**config.mk**
```make
export PLATFORM = sky130hd
export DESIGN_NAME = pipe_hazard_ctrl_flat
export DESIGN_NICKNAME = d
export VERILOG_FILES = /design/src/rtl/pipe_hazard_ctrl_if.sv /design/src/rtl/pipe_hazard_ctrl.sv /design/src/flat_wrapper.sv
export SDC_FILE = /design/constraint.sdc
export NUM_CORES = 1
export LEC_CHECK = 0
export CAP_MARGIN = 10
export CORE_MARGIN = 2
export CORE_UTILIZATION = 53
export CTS_CLUSTER_SIZE = 25
export DETAILED_ROUTE_END_ITERATION = 10
export PLACE_DENSITY = 0.86
export SLEW_MARGIN = 20
export SYNTH_ARGS = -nofsm -noshare
export SYNTH_HDL_FRONTEND = slang
export SYNTH_SLANG_ARGS = --single-unit
```
**constraint.sdc**
```tcl
create_clock -name clk -period 3.25 [get_ports clk]
set_input_delay 0.975 -clock clk [delete_from_list [all_inputs] [get_ports clk]]
set_output_delay 0.975 -clock clk [all_outputs]
set_load 0.02 [all_outputs]
```
**src/rtl/pipe_hazard_ctrl_if.sv**
```systemverilog
// rtl/pipe_hazard_ctrl_if.sv - hazard controller bundle between pipeline datapath and controller
interface pipe_hazard_ctrl_if;
    logic [3:0]  id_rn;
    logic        id_rn_used;
    logic [3:0]  id_rm;
    logic        id_rm_used;
    logic [3:0]  id_rd;
    logic        id_rwrite;
    logic        id_load;
    logic        ex_branch_taken;
    logic        mem_req;
    logic        mem_ready;
    logic        stall_if;
    logic        stall_id;
    logic        stall_ex;
    logic        stall_mem;
    logic        flush_id;
    logic        flush_ex;
    logic [1:0]  fwd_a;
    logic [1:0]  fwd_b;
    logic        mem_err;
    logic [31:0] stall_count;

    modport master (
        output id_rn, id_rn_used, id_rm, id_rm_used, id_rd, id_rwrite, id_load,
        output ex_branch_taken, mem_req, mem_ready,
        input  stall_if, stall_id, stall_ex, stall_mem, flush_id, flush_ex,
        input  fwd_a, fwd_b, mem_err, stall_count
    );

    modport slave (
        input  id_rn, id_rn_used, id_rm, id_rm_used, id_rd, id_rwrite, id_load,
        input  ex_branch_taken, mem_req, mem_ready,
        output stall_if, stall_id, stall_ex, stall_mem, flush_id, flush_ex,
        output fwd_a, fwd_b, mem_err, stall_count
    );
endinterface

```
**src/rtl/pipe_hazard_ctrl.sv**
```systemverilog
// rtl/pipe_hazard_ctrl.sv - five-stage pipeline stall/flush/forward sequencing controller
// Tracks shadow copies of E/M/W destination info so datapath registers are never read back.
module pipe_hazard_ctrl #(
    parameter int MEM_TIMEOUT = 16
) (
    input  logic              clk,
    input  logic              reset,
    pipe_hazard_ctrl_if.slave bus
);

    typedef enum logic {RUN, MEMWAIT} state_t;

    typedef struct packed {
        logic [3:0] rd;
        logic       rwrite;
        logic       load;
    } dst_t;

    typedef struct packed {
        logic [3:0] rn;
        logic       rn_used;
        logic [3:0] rm;
        logic       rm_used;
        dst_t       dst;
    } ex_t;

    localparam logic [7:0] TIMEOUT = 8'(MEM_TIMEOUT);

    state_t      state_q, state_d;
    logic [7:0]  wcnt_q, wcnt_d;
    ex_t         e_q, e_d;
    dst_t        m_q, m_d;
    dst_t        w_q, w_d;
    logic        mem_err_q, mem_err_d;
    logic [31:0] stall_count_q, stall_count_d;

    logic mem_hold, mem_abort, load_use;
    logic act_hold, act_branch, act_lu, stall_front;

    // r15 is the PC, so a write to it never feeds a dependent operand.
    function automatic logic reg_match(input logic [3:0] rd, input logic [3:0] src);
        return (rd != 4'd15) && (rd == src);
    endfunction

    function automatic logic [1:0] fwd_sel(input logic [3:0] src, input logic used,
                                           input dst_t m, input dst_t w);
        if (!used)
            return 2'b00;
        if (m.rwrite && !m.load && reg_match(m.rd, src))
            return 2'b10;
        if (w.rwrite && reg_match(w.rd, src))
            return 2'b01;
        return 2'b00;
    endfunction

    always_comb begin
        mem_hold   = 1'b0;
        mem_abort  = 1'b0;
        if (state_q == RUN) begin
            mem_hold = bus.mem_req && !bus.mem_ready;
        end else begin
            mem_hold  = !bus.mem_ready && (wcnt_q != TIMEOUT);
            mem_abort = !bus.mem_ready && (wcnt_q == TIMEOUT);
        end

        load_use = e_q.dst.load && e_q.dst.rwrite &&
                   ((bus.id_rn_used && reg_match(e_q.dst.rd, bus.id_rn)) ||
                    (bus.id_rm_used && reg_match(e_q.dst.rd, bus.id_rm)));

        // Gating with reset keeps every control output quiet while reset is held.
        act_hold    = !reset && mem_hold;
        act_branch  = !reset && !mem_hold && bus.ex_branch_taken;
        act_lu      = !reset && !mem_hold && !bus.ex_branch_taken && load_use;
        stall_front = act_hold || act_lu;
    end

    always_comb begin
        state_d       = state_q;
        wcnt_d        = wcnt_q;
        e_d           = e_q;
        m_d           = m_q;
        w_d           = w_q;
        mem_err_d     = mem_abort;
        stall_count_d = stall_count_q;

        if (stall_front && (stall_count_q != 32'hFFFF_FFFF))
            stall_count_d = stall_count_q + 32'd1;

        if (mem_hold) begin
            w_d = '0;
            if (state_q == RUN) begin
                state_d = MEMWAIT;
                wcnt_d  = 8'd1;
            end else begin
                wcnt_d  = wcnt_q + 8'd1;
            end
        end else begin
            state_d = RUN;
            wcnt_d  = 8'd0;
            w_d     = m_q;
            // An aborted access retires without writing anything back.
            if (mem_abort) begin
                w_d.rwrite = 1'b0;
                w_d.load   = 1'b0;
            end
            m_d = e_q.dst;
            if (act_branch || act_lu) begin
                e_d = '0;
            end else begin
                e_d.rn         = bus.id_rn;
                e_d.rn_used    = bus.id_rn_used;
                e_d.rm         = bus.id_rm;
                e_d.rm_used    = bus.id_rm_used;
                e_d.dst.rd     = bus.id_rd;
                e_d.dst.rwrite = bus.id_rwrite;
                e_d.dst.load   = bus.id_load;
            end
        end
    end

    always_ff @(posedge clk or posedge reset) begin
        if (reset) begin
            state_q       <= RUN;
            wcnt_q        <= 8'd0;
            e_q           <= '0;
            m_q           <= '0;
            w_q           <= '0;
            mem_err_q     <= 1'b0;
            stall_count_q <= 32'd0;
        end else begin
            state_q       <= state_d;
            wcnt_q        <= wcnt_d;
            e_q           <= e_d;
            m_q           <= m_d;
            w_q           <= w_d;
            mem_err_q     <= mem_err_d;
            stall_count_q <= stall_count_d;
        end
    end

    assign bus.stall_if    = stall_front;
    assign bus.stall_id    = stall_front;
    assign bus.stall_ex    = act_hold;
    assign bus.stall_mem   = act_hold;
    assign bus.flush_id    = act_branch;
    assign bus.flush_ex    = act_branch || act_lu;
    assign bus.fwd_a       = fwd_sel(e_q.rn, e_q.rn_used, m_q, w_q);
    assign bus.fwd_b       = fwd_sel(e_q.rm, e_q.rm_used, m_q, w_q);
    assign bus.mem_err     = mem_err_q;
    assign bus.stall_count = stall_count_q;

endmodule

```
**src/flat_wrapper.sv**
```systemverilog
// flat-port wrapper written by rule: the top's interface ports become plain ports
module pipe_hazard_ctrl_flat 
#(
    parameter int MEM_TIMEOUT = 16
)
  (clk, reset, bus_id_rn, bus_id_rn_used, bus_id_rm, bus_id_rm_used, bus_id_rd, bus_id_rwrite, bus_id_load, bus_ex_branch_taken, bus_mem_req, bus_mem_ready, bus_stall_if, bus_stall_id, bus_stall_ex, bus_stall_mem, bus_flush_id, bus_flush_ex, bus_fwd_a, bus_fwd_b, bus_mem_err, bus_stall_count);
  pipe_hazard_ctrl_if bus_i ();
  input  logic clk;
  input  logic reset;
  input wire logic [$bits(bus_i.id_rn)-1:0] bus_id_rn;
  input wire logic [$bits(bus_i.id_rn_used)-1:0] bus_id_rn_used;
  input wire logic [$bits(bus_i.id_rm)-1:0] bus_id_rm;
  input wire logic [$bits(bus_i.id_rm_used)-1:0] bus_id_rm_used;
  input wire logic [$bits(bus_i.id_rd)-1:0] bus_id_rd;
  input wire logic [$bits(bus_i.id_rwrite)-1:0] bus_id_rwrite;
  input wire logic [$bits(bus_i.id_load)-1:0] bus_id_load;
  input wire logic [$bits(bus_i.ex_branch_taken)-1:0] bus_ex_branch_taken;
  input wire logic [$bits(bus_i.mem_req)-1:0] bus_mem_req;
  input wire logic [$bits(bus_i.mem_ready)-1:0] bus_mem_ready;
  output wire logic [$bits(bus_i.stall_if)-1:0] bus_stall_if;
  output wire logic [$bits(bus_i.stall_id)-1:0] bus_stall_id;
  output wire logic [$bits(bus_i.stall_ex)-1:0] bus_stall_ex;
  output wire logic [$bits(bus_i.stall_mem)-1:0] bus_stall_mem;
  output wire logic [$bits(bus_i.flush_id)-1:0] bus_flush_id;
  output wire logic [$bits(bus_i.flush_ex)-1:0] bus_flush_ex;
  output wire logic [$bits(bus_i.fwd_a)-1:0] bus_fwd_a;
  output wire logic [$bits(bus_i.fwd_b)-1:0] bus_fwd_b;
  output wire logic [$bits(bus_i.mem_err)-1:0] bus_mem_err;
  output wire logic [$bits(bus_i.stall_count)-1:0] bus_stall_count;
  assign bus_i.id_rn = bus_id_rn;
  assign bus_i.id_rn_used = bus_id_rn_used;
  assign bus_i.id_rm = bus_id_rm;
  assign bus_i.id_rm_used = bus_id_rm_used;
  assign bus_i.id_rd = bus_id_rd;
  assign bus_i.id_rwrite = bus_id_rwrite;
  assign bus_i.id_load = bus_id_load;
  assign bus_i.ex_branch_taken = bus_ex_branch_taken;
  assign bus_i.mem_req = bus_mem_req;
  assign bus_i.mem_ready = bus_mem_ready;
  assign bus_stall_if = bus_i.stall_if;
  assign bus_stall_id = bus_i.stall_id;
  assign bus_stall_ex = bus_i.stall_ex;
  assign bus_stall_mem = bus_i.stall_mem;
  assign bus_flush_id = bus_i.flush_id;
  assign bus_flush_ex = bus_i.flush_ex;
  assign bus_fwd_a = bus_i.fwd_a;
  assign bus_fwd_b = bus_i.fwd_b;
  assign bus_mem_err = bus_i.mem_err;
  assign bus_stall_count = bus_i.stall_count;
  pipe_hazard_ctrl #(.MEM_TIMEOUT(MEM_TIMEOUT)) u_core (.clk(clk), .reset(reset), .bus(bus_i));
endmodule
```
==> impl_summary.txt, run 1 <==
----------------------------------------------------
[Worst hold path]
  End point of the most critical hold path ... u_core.bus.stall_count[15]
  Startpoint of the lowest-slack hold path ... u_core.bus.stall_count[15]
  WHS Path Cells ... 1
  Hold Path Class ... reg -> reg

[Clocking]
  Maximum level of the CTS H-tree ... 3
  Clk Latency, worst-skew pair ... 340 ps
  Clock Tree Buf Depth ... 2
  Library cell used as clock root buffer ... sky130_fd_sc_hd__clkbuf_8
  TritonCTS Sinks ... between 60 and 70
  TritonCTS buffer count ... 9
  Post-cts hold buffer count ... 0
  Clock-pin slew of the registers on the worst-case setup and hold paths ... 70 ps
  Clock tree from TritonCTS ... done

[Route]
  DRT iter0 DRCs ... 266
  Post-DRT Antenna Nets ... 0
  Routed wire length ... 9140 um
  DRC violations left ... 0
  Vias per Instance ... 5.86
  Number of vias after detailed routing ... 3133
  Routed length per instance ... 17.1 um
  Drt first pass iters ... 5

[Floorplanning]
  Height of the die ... approximately 86 um
  DIE AREA ... 7410 um^2
  Initial Utilization ... about 56%
  Std cell rows ... 29
  Count of boundary I/O pins ... 64
  Core region area ... about 6400 um^2
  Chip Width ... approximately 86 um

[Worst setup path]
  Startpoint of the worst register-to-register path ... u_core.e_q[2]
  CP required ... 2270 ps
  Highest cell delay on the worst timing path ... 280 ps
  Category of the most critical setup path ... in -> out
  Cell family contributing the most delay on the critical path ... simple AND/OR/NAND/NOR gates
  Element type at the critical path start ... primary input
  Register-to-Register Setup Slack ... between 200 and 300 ps
  Worst Reg2Reg Path Length in Cells ... 16
  Ordered list of cells on the worst path ... clkbuf_2 > xor2_1 > nor3_1 > nand4_1 > and3_4 > nor2_4 > buf_6
  Crit Reg-Reg Endpoint ... u_core.e_q[11]
  Data arrival, critical path ... 2300 ps
  Element type at the critical path end ... output port
  Cell with the biggest individual delay on the critical path ... sky130_fd_sc_hd__and3_4
  Maximum fanout count along the critical path ... 3
  Worst path bufs/invs ... 2

[Timing]
  Total count of max-transition violations in the final report ... 0
  Final critical-path required period ... ~3300 ps
  Worst Slack Setup Final ... -21.0 ps
  Max Clk Rate ... roughly 0.31 GHz
  Worst slew slack as a fraction of its limit ... 51.2%
  Unrepaired setup endpoints after global routing ... true
  Count of final hold-check violations ... 0
  Layout Skew ... between 10 and 15 ps
  Final number of setup-violating endpoints ... 3
  Share of the clock period used by the worst path after layout ... 101%
  Actual transition at the worst max-transition pin ... 725 ps

[Placement]
  Post-place instance area ... 4370 um^2
  DP Wirelength ... 6120 um
  Setup slack after placement ... -680 ps
  Count of input and output buffers ... 63
  Routability cong. ... 0.946

[Yosys]
  Area of the mapped netlist ... between 3000 and 4000 um^2
  Post-synth ARST share ... 100%
  Average instance area after synthesis ... 9.86 um^2
  Seq/Total Area, Yosys ... 48.4%
  Number of synthesized flops with an enable pin ... 0
  Leading register cell type out of synthesis ... sky130_fd_sc_hd__dfrtp_1
  Synth Register Bits ... 69
  Cell count after synthesis ... 362
  Syn_nets ... 386
  Number of distinct library cells after synthesis ... 40
  Yosys warning count ... 0

[Final layout]
  Post-layout instance area ... 4700 um^2
  Area growth syn-to-layout ... 31.5%
  Number of nets in the layout ... 477
  Fraction of layout cells with a size suffix above 1 ... about a fifth
  # diodes ... 0

[Status]
  Violations in the final reports ... negative setup slack
  Result of the run ... finished, violations left

[GRT]
  Overall Global Routing Usage ... about a quarter
  Remaining global-route overflow ... 0
  Via count of the first global-routing pass ... 3110
  Antenna violations before repair ... 0
  Largest net degree at the start of global routing ... 39
  First-pass GRT wire length ... between 10000 and 15000 um

[Power]
  Power per Cell Area ... 453 nW/um^2
  LEAKAGE ... 2.11 nW
  VDD IR max ... 0.298 mV

[Job]
  Maximum capacitance violations ... 0

----------------------------------------------------
## cell usage after synthesis, types with 6 or more instances
master,count,area [um^2]
sky130_fd_sc_hd__dfrtp_1,69,1730
sky130_fd_sc_hd__nor4_2,9,113
sky130_fd_sc_hd__clkbuf_1,6,22.5
sky130_fd_sc_hd__nand4_1,18,113
sky130_fd_sc_hd__nor2_1,16,60.1
sky130_fd_sc_hd__and4_1,6,52.6
sky130_fd_sc_hd__o21ai_0,16,80.1
sky130_fd_sc_hd__nor4_1,12,75.1
sky130_fd_sc_hd__xor2_1,26,228
sky130_fd_sc_hd__nand2_1,71,267
sky130_fd_sc_hd__and3_1,7,43.8
sky130_fd_sc_hd__inv_1,6,22.5
sky130_fd_sc_hd__nand3_1,18,90.1
sky130_fd_sc_hd__xnor2_1,32,280
## metrics by stage
| stage | TNS [ps] | utilization, % | hold WS, ps | instances | power (mW) |
|---|---|---|---|---|---|
| 2_1_floorplan | 0 | - | 430 | 362 | 1.25 |
| 3_3_place_gp | -3690 | 68.1 | 451 | 506 | 1.41 |
| 3_5_place_dp | -3590 | 68.1 | 470 | 506 | 1.43 |
| 4_1_cts | 0 | 72.3 | 492 | 533 | 2.11 |
| 5_1_grt | -325 | 73.1 | 509 | 535 | 2.22 |
| 6_report | -57.2 | 73.1 | 490 | 535 | 2.13 |
## power by group
part	leakage [nW]	internal (mW)	switching, mW	total (mW)
clock network	0.103	0.371	0.320	0.690
registers	0.908	0.928	0.0998	1.03
logic	1.09	0.197	0.213	0.410
total	2.11	1.50	0.633	2.13
## cell families (layout without fill, tap and decap cells)
| kind of cell | count (synthesis) | after routing | share of synthesized area (%) |
|---|---|---|---|
| multiplexers | 1 | 1 | 0.315 |
| AO/OA/AOI/OAI | 23 | 23 | 3.78 |
| buffers and inverters | 23 | 119 | 3.12 |
| XOR/XNOR | 60 | 60 | 15.1 |
| adder cells (fa/ha/maj) | 3 | 3 | 1.05 |
| flip-flops | 69 | 69 | 48.4 |
| AND/OR/NAND/NOR | 183 | 183 | 28.2 |
## area by class of cell
type / instances / area, um^2
Clock buffer: 11 / 141
Clock inverter: 5 / 50.0
Fill cell: 447 / 1730
Inverter: 7 / 30.0
Multi-Input combinational cell: 270 / 1800
Sequential cell: 69 / 1730
Tap cell: 77 / 96.3
Timing Repair Buffer: 96 / 853
## timing repair
item / in CTS / in global routing
setup buffers: 11 / 2
pin swaps: 6 / 7
resized for setup: 43 / 30
endpoints found under the setup margin: 6 / 22
## worst max-delay path by stage
stage | slack [ps] | endpoint | cells after the start | startpoint
after floorplan | 2 | bus_stall_if | 8 | bus_id_rn[0]
after global placement | -700 | bus_stall_if | 7 | bus_id_rm[0]
after detailed placement | -680 | bus_stall_id | 7 | bus_id_rn[0]
after CTS | 6 | bus_flush_ex | 7 | bus_id_rn[2]
after global routing | -110 | bus_stall_if | 7 | bus_id_rm[3]
final | -20 | bus_stall_id | 7 | bus_id_rm[3]
## worst reg2reg max path, delay by kind of cell (launching register included)
kind / cells / cell delay (ps)
compound gates: 2 / 450
buf+inv: 11 / 1310
xor+xnor: 1 / 220
flops: 1 / 490
simple gates: 2 / 390
## placed cells by master, fill, tap and decap left out, drive strengths merged, types with 7 or more instances in the layout
cell type / count
nand2: 71
dfrtp: 69
clkdlybuf4s50: 45
buf: 40
xnor2: 34
xor2: 26
nor4: 21
nand4: 19
nand3: 18
o21ai: 16
nor2: 16
clkbuf: 16
and3: 7
## sequential cells by signal (all words and copies together), names as in the netlist
signal / count
u_core.bus.stall_count: 32
u_core.m_q: 6
u_core.state_q: 1
u_core.e_q: 16
u_core.w_q: 5
u_core.bus.mem_err: 1
u_core.wcnt_q: 8
## metal layers
layer | global-route usage [%] | vias to the layer above | wire length, um
met4 | 11.8 | 0 | 269
met5 | 0 | - | 0
met1 | 33.8 | 1527 | 3860
met2 | 42.4 | 140 | 4550
li1 | - | 1438 | -
met3 | 3.08 | 28 | 466
No activity file was read; power rests on OpenSTA's default activity.
==> run 2: changes to the inputs <==
--- a/config.mk
+++ b/config.mk
@@ -5,12 +5,14 @@
 export SDC_FILE = /design/constraint.sdc
 export NUM_CORES = 1
 export LEC_CHECK = 0
+export ABC_AREA = 1
 export CAP_MARGIN = 10
 export CORE_MARGIN = 2
-export CORE_UTILIZATION = 53
+export CORE_UTILIZATION = 56
+export CTS_BUF_LIST = sky130_fd_sc_hd__clkbuf_2
 export CTS_CLUSTER_SIZE = 25
 export DETAILED_ROUTE_END_ITERATION = 10
-export PLACE_DENSITY = 0.86
+export PLACE_DENSITY = 0.89
 export SLEW_MARGIN = 20
 export SYNTH_ARGS = -nofsm -noshare
 export SYNTH_HDL_FRONTEND = slang
==> run 2 against run 1 <==
Against the previous run: the run now ends clean; clock skew rose by 28 ps; fmax increased by 2.5%; critical path depth grew 2; flip-flop and latch count unchanged; non-clock buffer count decreased by 16; combinational power is 5.1% lower; synthesized cell count up 56%; highest routed layer unchanged; worst setup slack better by 78 ps; count of clock-buffer cells in the layout decreased by 1; largest cell class unchanged; design area rose by 5.0%; final cell count is 39% higher; wire length rose by 14%.
==> impl_summary.txt, run 2 <==
----------------------------------------------------
[Status]
  Result of the run ... finished clean

[Route]
  Routed length per instance ... 14.0 um (-18%)
  Routed wire length ... 10400 um (+14%)
  DRT iter0 DRCs ... 351 (+32%)
  Vias per Instance ... 5.40 (-7.7%)
  DRC violations left ... 0 (unchanged)
  Post-DRT Antenna Nets ... 0 (unchanged)
  Drt first pass iters ... 5 (unchanged)
  Number of vias after detailed routing ... 4014 (+28%)

[Worst setup path]
  Element type at the critical path end ... output port
  CP required ... 2270 ps (about the same)
  Worst Reg2Reg Path Length in Cells ... 10 (-6)
  Capturing element of the worst setup path ... bus_stall_id
  Maximum fanout count along the critical path ... 6 (+3)
  Category of the most critical setup path ... in -> out
  Element type at the critical path start ... primary input
  Startpoint of the worst register-to-register path ... u_core.bus.stall_count[0]
  Register-to-Register Setup Slack ... 790 ps (+530 ps)
  Crit Reg-Reg Endpoint ... u_core.bus.stall_count[6]
  Critical path origin ... bus_mem_req
  Data arrival, critical path ... 2220 ps (-80 ps)

[Floorplanning]
  Height of the die ... 89.2 um (+3.6%)
  DIE AREA ... 7950 um^2 (+7.3%)
  Initial Utilization ... 56.9% (+1.3 points)
  Chip Width ... 89.2 um (+3.6%)
  Core region area ... 7140 um^2 (+11%)
  Count of boundary I/O pins ... 64 (unchanged)
  Std cell rows ... 31 (+6.9%)

[Clocking]
  Clk Latency, worst-skew pair ... 500 ps (+160 ps)
  Clock tree from TritonCTS ... done
  TritonCTS buffer count ... 9 (unchanged)
  Clock Tree Buf Depth ... 2 (unchanged)
  Maximum level of the CTS H-tree ... 3 (unchanged)
  TritonCTS Sinks ... 69 (unchanged)
  Clock-pin slew of the registers on the worst-case setup and hold paths ... 200 ps (+130 ps)
  Library cell used as clock root buffer ... sky130_fd_sc_hd__clkbuf_2

[Yosys]
  Most frequent cell after synthesis ... sky130_fd_sc_hd__nand2_1
  Synth area leader ... sky130_fd_sc_hd__dfrtp_1
  Syn_nets ... 590 (+53%)
  Post-synth ARST share ... 100% (unchanged)
  Number of synthesized flops with an enable pin ... 0 (unchanged)
  Leading register cell type out of synthesis ... sky130_fd_sc_hd__dfrtp_1
  Seq/Total Area, Yosys ... 42.5% (-5.8 points)
  Synth Register Bits ... 69 (unchanged)
  Cell count after synthesis ... 566 (+56%)
  Area of the mapped netlist ... 4060 um^2 (+14%)
  Average instance area after synthesis ... 7.18 um^2 (-27%)
  Portion of synthesized cell area occupied by the leading cell type ... 42.5% (-5.8 points)
  Yosys warning count ... 0 (unchanged)
  Most area-consuming cells after synthesis ... sky130_fd_sc_hd__dfrtp_1, sky130_fd_sc_hd__nand2_1, sky130_fd_sc_hd__nor2_1
  Number of distinct library cells after synthesis ... 32 (-20%)
  Synth cell count leaders ... sky130_fd_sc_hd__nand2_1, sky130_fd_sc_hd__nor2_1, sky130_fd_sc_hd__dfrtp_1, sky130_fd_sc_hd__inv_1, sky130_fd_sc_hd__nand3_1

[Final layout]
  Most frequent standard cell in the layout excluding fill and tap cells ... sky130_fd_sc_hd__nand2_1
  Largest register FFs ... 32 (unchanged)
  Fraction of layout cells with a size suffix above 1 ... 8.07% (-12 points)
  Commonest cells after routing, fill and taps aside ... sky130_fd_sc_hd__nand2_1, sky130_fd_sc_hd__nor2_1, sky130_fd_sc_hd__dfrtp_1
  Final Instance Count excl. Fillers ... 743 (+39%)
  Filler cell count ... 615 (+38%)
  # diodes ... 0 (unchanged)
  Number of nets in the layout ... 664 (+39%)
  Area growth syn-to-layout ... 21.4%
  Post-layout instance area ... 4930 um^2 (+5.0%)
  Post-layout util ... 69.1% (-4.0 points)

[Timing]
  Hold slack ... 513 ps (+23.4 ps)
  Final number of setup-violating endpoints ... 0 (-3)
  Final critical-path required period ... 3190 ps (-78.3 ps)
  Share of the clock period used by the worst path after layout ... 98.2% (-2.4 points)
  Worst slew slack as a fraction of its limit ... 60.4% (+9.2 points)
  Total count of max-transition violations in the final report ... 0 (unchanged)
  Count of final hold-check violations ... 0 (unchanged)
  Max Clk Rate ... 0.313 GHz (+2.5%)
  Layout Skew ... 38.8 ps (+27.7 ps)
  Worst Slack Setup Final ... 57.3 ps (+78.3 ps)
  Actual transition at the worst max-transition pin ... 595 ps (-131 ps)
  Summed negative setup slack over all endpoints ... 0 ps (+57.2 ps)

[GRT]
  Overall Global Routing Usage ... 27.9% (+2.2 points)
  Via count of the first global-routing pass ... 3831 (+23%)
  Largest net degree at the start of global routing ... 48 (+23%)
  First-pass GRT wire length ... 17400 um (+18%)
  Remaining global-route overflow ... 0 (unchanged)
  Antenna violations before repair ... 0 (unchanged)

[Placement]
  Count of input and output buffers ... 63 (unchanged)
  Setup slack after placement ... -406 ps (+275 ps)
  DP Wirelength ... 7800 um (+27%)
  Routability cong. ... 0.923 (-2.4%)
  Post-place instance area ... 4830 um^2 (+11%)
  Total placed cells including tap cells ... 726 (+43%)

[Power]
  Power per Cell Area ... 367 nW/um^2 (-19%)
  Internal power consumption ... 1.18 mW (-21%)
  Switching power ... 0.628 mW (-0.78%)
  Relative contribution of the clock network to total power ... 23.5% (-8.9 points)
  Total chip power ... 1.81 mW (-15%)
  LEAKAGE ... 2.36 nW (+12%)
  Combinational share of power ... 21.5% (+2.2 points)
  VDD IR max ... 0.146 mV (-51%)
  Share of total power in sequential cells ... 55.0% (+6.7 points)
  Switching Fraction ... 34.7% (+4.9 points)

[Job]
  Maximum capacitance violations ... 0 (unchanged)

[Worst hold path]
  Hold Path Class ... reg -> reg

----------------------------------------------------
## run 2: power by group through the flow
stage                     Combinational [mW]  Clock (mW)  Sequential [mW]
after floorplan                        0.220           0             1.02
after global placement                 0.372           0             1.01
after detailed placement               0.386           0             1.01
after CTS                              0.385       0.432            0.994
after global routing                   0.430       0.473             1.01
final                                  0.389       0.426            0.996
## run 2: layout make-up
class                      count  area, um^2  area share [%]
timing repair buffer          80         741            15.0
sequential                    69        1730            35.0
clock inverter                 5        38.8           0.787
clock buffer                  10        50.0            1.02
multi-input combinational    425        2040            41.4
inverter                      55         210            4.26
tap                           99         124            2.51
## run 2: repair_timing
action	in CTS	in global routing
resized for setup	26	9
setup endpoints to repair	8	5
hold buffers	0	0
setup buffers	1	1
pin swaps	1	3
## run 2: worst max-delay path, stage by stage
cell                              delay (ps)
sky130_fd_sc_hd__clkdlybuf4s50_1         450
sky130_fd_sc_hd__nor2_1                   40
sky130_fd_sc_hd__nor2_1                  140
sky130_fd_sc_hd__nand2_2                 140
sky130_fd_sc_hd__nand2_2                  90
sky130_fd_sc_hd__nor2_2                   40
sky130_fd_sc_hd__nand2_2                 100
sky130_fd_sc_hd__nand2_4                  70
sky130_fd_sc_hd__buf_4                   160
## run 2: worst min path at each step
stage                      from          endpoint  cells after the start
3_3_place_gp   u_core.wcnt_q[0]  u_core.wcnt_q[0]                      1
3_5_place_dp      u_core.m_q[0]     u_core.m_q[0]                      2
6_report       u_core.wcnt_q[0]  u_core.wcnt_q[0]                      1
5_1_grt        u_core.wcnt_q[0]  u_core.wcnt_q[0]                      1
2_1_floorplan  u_core.wcnt_q[0]  u_core.wcnt_q[0]                      1
4_1_cts        u_core.wcnt_q[0]  u_core.wcnt_q[0]                      1
## run 2: cells by family (layout without fill, tap and decap cells)
kind of cell / count (synthesis) / count (layout) / synth area share [%]
AO/OA/AOI/OAI: 36 / 36 / 5.30
adder cells (fa/ha/maj): 3 / 3 / 0.924
XOR/XNOR: 28 / 28 / 6.04
flip-flops: 69 / 69 / 42.5
buffers and inverters: 72 / 150 / 7.58
AND/OR/NAND/NOR: 358 / 358 / 37.6
## run 2: metal layers
metal | part of all wire [%] | global-route usage, % | routed length (um)
met3 | 5.9 | 5.26 | 611
met5 | 0 | 0 | 0
met2 | 47 | 44.2 | 4860
met1 | 45 | 38.9 | 4710
met4 | 1.9 | 8.68 | 200
